### config.mk
export PLATFORM = sky130hd
export DESIGN_NAME = ex_alu_seq
export DESIGN_NICKNAME = d
export VERILOG_FILES = /design/src/rtl/ex_alu_seq.sv
export SDC_FILE = /design/constraint.sdc
export NUM_CORES = 1
export LEC_CHECK = 0
export CAP_MARGIN = 25
export CORE_AREA = 3 3 139 141
export CTS_BUF_LIST = sky130_fd_sc_hd__clkbuf_8
export DETAILED_ROUTE_END_ITERATION = 16
export DIE_AREA = 0 0 142 144
export PLACE_DENSITY_LB_ADDON = 0.2
export SYNTH_ARGS = -nofsm -noshare
export SYNTH_HDL_FRONTEND = slang
export SYNTH_SLANG_ARGS = --single-unit
### constraint.sdc
create_clock -name clk -period 4.6 [get_ports clk]
set_clock_uncertainty 0.2 [all_clocks]
set_input_delay 0.92 -clock clk [delete_from_list [all_inputs] [get_ports clk]]
set_output_delay 0.92 -clock clk [all_outputs]
set_load 0.02 [all_outputs]
### src/rtl/ex_alu_seq.sv
// ex_alu_seq: execute-stage ALU for the RV32I pipeline.
// Single-cycle add/sub/logic/compare; shifts iterate one bit per cycle
// and hold busy high so the hazard unit stalls the front end.
module ex_alu_seq #(
  parameter int XLEN = 32
) (
  input  logic            clk,
  input  logic            rst,
  input  logic            start,
  input  logic            flush,
  input  logic [3:0]      ALUCtrl,
  input  logic [XLEN-1:0] SrcA,
  input  logic [XLEN-1:0] SrcB,
  output logic [XLEN-1:0] ALUResult,
  output logic            Zero,
  output logic            done,
  output logic            busy
);

  typedef enum logic [3:0] {
    OP_ADD  = 4'd0,
    OP_SUB  = 4'd1,
    OP_AND  = 4'd2,
    OP_OR   = 4'd3,
    OP_XOR  = 4'd4,
    OP_SLT  = 4'd5,
    OP_SLTU = 4'd6,
    OP_SLL  = 4'd7,
    OP_SRL  = 4'd8,
    OP_SRA  = 4'd9
  } alu_op_e;

  typedef enum logic {IDLE, SHIFT} state_e;

  state_e          state_q, state_d;
  logic [XLEN-1:0] acc_q;
  logic [4:0]      cnt_q;
  alu_op_e         op_q;

  logic [4:0]      shamt;
  logic            is_shift;
  logic            accept;
  logic            launch_shift;
  logic [XLEN-1:0] single_result;
  logic [XLEN-1:0] shifted_acc;

  assign shamt        = SrcB[4:0];
  assign is_shift     = (ALUCtrl == OP_SLL) || (ALUCtrl == OP_SRL) || (ALUCtrl == OP_SRA);
  assign accept       = (state_q == IDLE) && start && !flush;
  assign launch_shift = accept && is_shift && (shamt != 5'd0);
  assign Zero         = (ALUResult == '0);

  // State register: reset and flush both land in IDLE via state_d/rst.
  always_ff @(posedge clk) begin
    // NOTE: non-blocking assignments so every register samples pre-edge values.
    if (rst) state_q <= IDLE;
    else     state_q <= state_d;
  end

  // Next-state logic: enter SHIFT for non-zero shifts, leave on last step or flush.
  always_comb begin
    // NOTE: default assignment first so no latch is inferred on unlisted paths.
    state_d = state_q;
    case (state_q)
      IDLE:  if (launch_shift) state_d = SHIFT;
      SHIFT: if (flush || (cnt_q == 5'd1)) state_d = IDLE;
      default: state_d = IDLE;
    endcase
  end

  // Output decode: stall request is simply "in the iterative shift".
  always_comb begin
    busy = (state_q == SHIFT);
  end

  // Single-cycle result; a zero-amount shift passes SrcA straight through.
  always_comb begin
    single_result = '0;
    case (ALUCtrl)
      OP_ADD:  single_result = SrcA + SrcB;
      OP_SUB:  single_result = SrcA - SrcB;
      OP_AND:  single_result = SrcA & SrcB;
      OP_OR:   single_result = SrcA | SrcB;
      OP_XOR:  single_result = SrcA ^ SrcB;
      OP_SLT:  single_result = {{(XLEN-1){1'b0}}, ($signed(SrcA) < $signed(SrcB))};
      OP_SLTU: single_result = {{(XLEN-1){1'b0}}, (SrcA < SrcB)};
      OP_SLL, OP_SRL, OP_SRA: single_result = SrcA;
      default: single_result = '0;
    endcase
  end

  // One-bit step of the iterative shifter for the latched shift op.
  always_comb begin
    shifted_acc = acc_q;
    case (op_q)
      OP_SLL:  shifted_acc = {acc_q[XLEN-2:0], 1'b0};
      OP_SRL:  shifted_acc = {1'b0, acc_q[XLEN-1:1]};
      default: shifted_acc = {acc_q[XLEN-1], acc_q[XLEN-1:1]};
    endcase
  end

  // Datapath: load/step the shifter, register results and pulse done.
  always_ff @(posedge clk) begin
    if (rst) begin
      acc_q     <= '0;
      cnt_q     <= '0;
      op_q      <= OP_ADD;
      ALUResult <= '0;
      done      <= 1'b0;
    end else begin
      done <= 1'b0;
      if (state_q == IDLE) begin
        if (accept) begin
          if (launch_shift) begin
            acc_q <= SrcA;
            cnt_q <= shamt;
            op_q  <= alu_op_e'(ALUCtrl);
          end else begin
            ALUResult <= single_result;
            done      <= 1'b1;
          end
        end
      end else if (!flush) begin
        acc_q <= shifted_acc;
        cnt_q <= cnt_q - 5'd1;
        if (cnt_q == 5'd1) begin
          ALUResult <= shifted_acc;
          done      <= 1'b1;
        end
      end
    end
  end

endmodule

==> results.py <==
metrics = {
    "yosys": {
        "synth-xor-area-share": 0.0193,
        "yosysWarnings": 0,
        "synth_top_family_by_area": "compound AO/OA/AOI/OAI gates",
        "synth-edff-count": 0,
        "synth_compound_area_frac": 0.331,
        "async_flop_share": 0,
        "ys.flop_type": "dfxtp_1",
        "seq_area_frac_synth": 0.165,
        "synth-simple-area-share": 0.191,
        "syn_nets": 1453,
        "muxShareOfSynthArea": 0.0483,
        "avgSynthCellArea_um2": 7.18,
        "synth_cells": 1264,
        "synth_seq_cells": 75,
        "synthAdderAreaFrac": 0.163,
        "synth_cell_types": 83,
        "synthesis.area_mm2": 0.00907,
    },
    "worst_setup_path": {
        "start_kind": "input pin",
        "worstSetupPathType": "in -> reg",
        "crit_slowest_cell": "clkdlybuf4s50_1",
        "path_buf_inv": 4,
        "worstPathRequired_ns": 4.65,
        "cp_max_fo": 3,
        "cp_top_family": "compound AO/OA/AOI/OAI gates",
        "cp.arrival_ns": 4.49,
        "path_cells": "clkdlybuf4s50_1 > buf_4 > inv_1 > ha_1 > fa_1 > o21bai_1 > a211oi_1 > buf_4 > o31ai_1 > a21oi_1 > o311ai_0 > nand3_1 > o21ai_0 > a21oi_1 > o22ai_1 > nor2_1",
        "critical-path-max-stage-delay_ns": 0.54,
        "critPathCaptureType": "register",
    },
    "placed_design": {
        "place_inst": 1651,
        "gp_congestion": 1.01,
        "portBuffers": 106,
        "place_area_mm2": 0.0111,
        "dp_worst_setup_slack_ns": -0.0973,
        "dp_hpwl_um": 29600,
    },
    "power": {
        "sw_frac_of_total": 0.392,
        "pwr-share-seq": 0.296,
        "clockPowerShare": 0.248,
        "p_per_area_mw_per_mm2": 210,
        "power_leakage_nw": 4.94,
        "power.internal_mw": 1.45,
        "comb_power_share": 0.456,
        "total_power_mw": 2.39,
        "ir_drop_mv": 0.150,
        "p_sw_mw": 0.934,
    },
    "global_routing": {
        "grt_use_total": 0.351,
        "grt_pass1_wl_um": 56000,
        "grt_pass1_vias": 9566,
        "antenna_found_initial": 0,
        "gr-total-overflow": 0,
        "grt_max_degree": 42,
    },
    "floorplan": {
        "fp.dieW_um": 142,
        "die_area_mm2": 0.0204,
        "start_util": 0.502,
        "core_area_mm2": 0.0181,
        "ios": 107,
        "die_height_um": 144,
        "rows": 49,
    },
    "timing": {
        "drv_slew": 0,
        "tightestPinTransition_ns": 1.04,
        "hold_ws_ns": 0.270,
        "final.min_clock_period_ns": 4.44,
        "hold_viol": 0,
        "max_freq_mhz": 225,
        "setup_violations": 0,
        "tns_ns": 0,
        "rsz0062_at_grt": "false",
        "fin_ws_ns": 0.161,
        "slew_headroom": 0.310,
        "fin_crit_sh": 0.965,
    },
    "route": {
        "ant_nets": 0,
        "wirelength_um": 37200,
        "viasPerCell": 6.35,
        "drt-initial-drc-count": 1384,
        "vias": 10600,
        "firstDrtPassIters": 5,
        "drc": 0,
        "post_drt_wl_per_cell_um": 22.3,
    },
    "clock_network": {
        "h-tree-depth": 3,
        "cts_made_buffers": 9,
        "postCtsHoldBufs": 0,
        "clkTransAtPathRegs_ns": 0.08,
        "clock-root-buffer": "clkbuf_8",
        "cts.sinks": 75,
        "clkLatencyLatePin_ns": 0.36,
        "cts_tree": "built",
        "clk_path_buf_depth": 2,
    },
    "final_layout": {
        "drive_above_1_share": 0.131,
        "nNetsFinal": 1622,
        "nFillCells": 1689,
        "diodes": 0,
        "postLayoutCellArea_mm2": 0.0114,
        "final_common_cell": "buf_4",
        "stdcell_count": 1667,
        "most-common-layout-cells": "141 x buf_4, 131 x a21oi_1, 120 x nor2_1, 115 x ha_1, 110 x nand2_1",
        "fin_util": 0.629,
        "area_growth_syn_to_layout_pct": 25.4,
    },
    "worst_hold_path": {
        "hold_class": "reg -> reg",
    },
    "outcome": {
        "run_status": "finished clean",
    },
    "flow_run": {
        "maxCapViolations": 0,
    },
}
[cell families after synthesis]
logic type      count (synthesis)
compound gates                442
simple gates                  374
xor+xnor                       20
buf+inv                       193
mux                            43
flops                          75
fa+ha+maj                     117
[layout make-up]
type,instances,area (um2),share of cell area
well taps,229,287,0.0252
clock inverters,6,88.8,0.00781
clock buffers,10,138,0.0121
multi-input cells,996,6840,0.601
repair buffers,248,2130,0.188
flip-flops and latches,75,1500,0.132
inverters,103,387,0.0340
[tightest hold or removal path: cells and delay by family, from the launching register on]
family             cells  cell delay [ns]
AOI/OAI and AO/OA      1             0.05
DFF                    1             0.32
and+or+nand+nor        1             0.06
[state kept, by name, indices dropped and copies added, names as in the netlist]
name       cells
cnt_q          5
acc_q         32
done           1
ALUResult     32
busy           1
op_q           4
[path summary, 6_finish.rpt]
kind	from	to	slack, ns	depth (start not counted)
max	SrcA[0]	ALUResult[12]	0.16	16
max reg2reg	cnt_q[0]	ALUResult[9]	1.34	9
min	cnt_q[1]	cnt_q[1]	0.27	2
min reg2reg	cnt_q[1]	cnt_q[1]	0.27	2
[cells in the mapped netlist (3+ instances only)]
| cell | number | area share |
|---|---|---|
| a222oi_1 | 3 | 0.0033 |
| a221o_1 | 8 | 0.0088 |
| or4_1 | 6 | 0.0050 |
| a311oi_1 | 5 | 0.0048 |
| nand3_1 | 22 | 0.012 |
| clkbuf_1 | 76 | 0.031 |
| a221oi_1 | 23 | 0.022 |
| a21o_1 | 20 | 0.017 |
| nand4_1 | 6 | 0.0041 |
| and3_1 | 4 | 0.0028 |
| o21ai_1 | 12 | 0.0066 |
| o211ai_1 | 34 | 0.028 |
| nor4_1 | 19 | 0.013 |
| nand2b_1 | 10 | 0.0069 |
| a211oi_1 | 23 | 0.019 |
| o31ai_1 | 12 | 0.0099 |
| o311a_1 | 3 | 0.0033 |
| a22oi_1 | 5 | 0.0041 |
| nand2_1 | 110 | 0.046 |
| o21bai_1 | 15 | 0.012 |
| nor2b_1 | 7 | 0.0048 |
| nor2_1 | 121 | 0.050 |
| mux2i_1 | 37 | 0.041 |
| buf_1 | 5 | 0.0021 |
| o21ai_0 | 55 | 0.030 |
| o221ai_1 | 15 | 0.014 |
| a21boi_1 | 3 | 0.0025 |
| dfxtp_1 | 75 | 0.17 |
| a31oi_1 | 9 | 0.0062 |
| o31a_1 | 3 | 0.0029 |
| ha_1 | 115 | 0.16 |
| xnor2_1 | 18 | 0.017 |
| a2111oi_0 | 3 | 0.0029 |
| inv_1 | 102 | 0.042 |
| or3_1 | 8 | 0.0055 |
| or2_2 | 3 | 0.0021 |
| a21oi_1 | 132 | 0.073 |
| nor3_1 | 43 | 0.024 |
| o22ai_1 | 13 | 0.0090 |
| mux2_2 | 6 | 0.0074 |
| buf_2 | 7 | 0.0039 |
| o2111ai_1 | 4 | 0.0039 |
| o21a_1 | 10 | 0.0083 |
[power groups by stage]
stage                     Combinational, mW  Clock, mW  Sequential [mW]
final                                  1.09      0.591            0.708
after global routing                   1.17      0.619            0.711
after CTS                              1.06      0.586            0.706
after detailed placement               1.05          0            0.721
after global placement                 1.05          0            0.721
after floorplan                       0.577          0            0.731
[layer usage]
| metal | wire length [um] | part of all wire | vias up | global-route usage |
|---|---|---|---|---|
| li1 | - | - | 4954 | - |
| met1 | 17100 | 0.46 | 4987 | 0.538 |
| met2 | 15300 | 0.41 | 584 | 0.504 |
| met3 | 3890 | 0.10 | 64 | 0.0575 |
| met4 | 874 | 0.023 | 0 | 0.0899 |
| met5 | 0 | 0 | - | 0 |
[timing repair]
item | CTS | global route
resized for setup | 0 | 1
endpoints found under the setup margin | 0 | 2
buffers inserted | 0 | 0
Power figures use the tool's default switching activity.
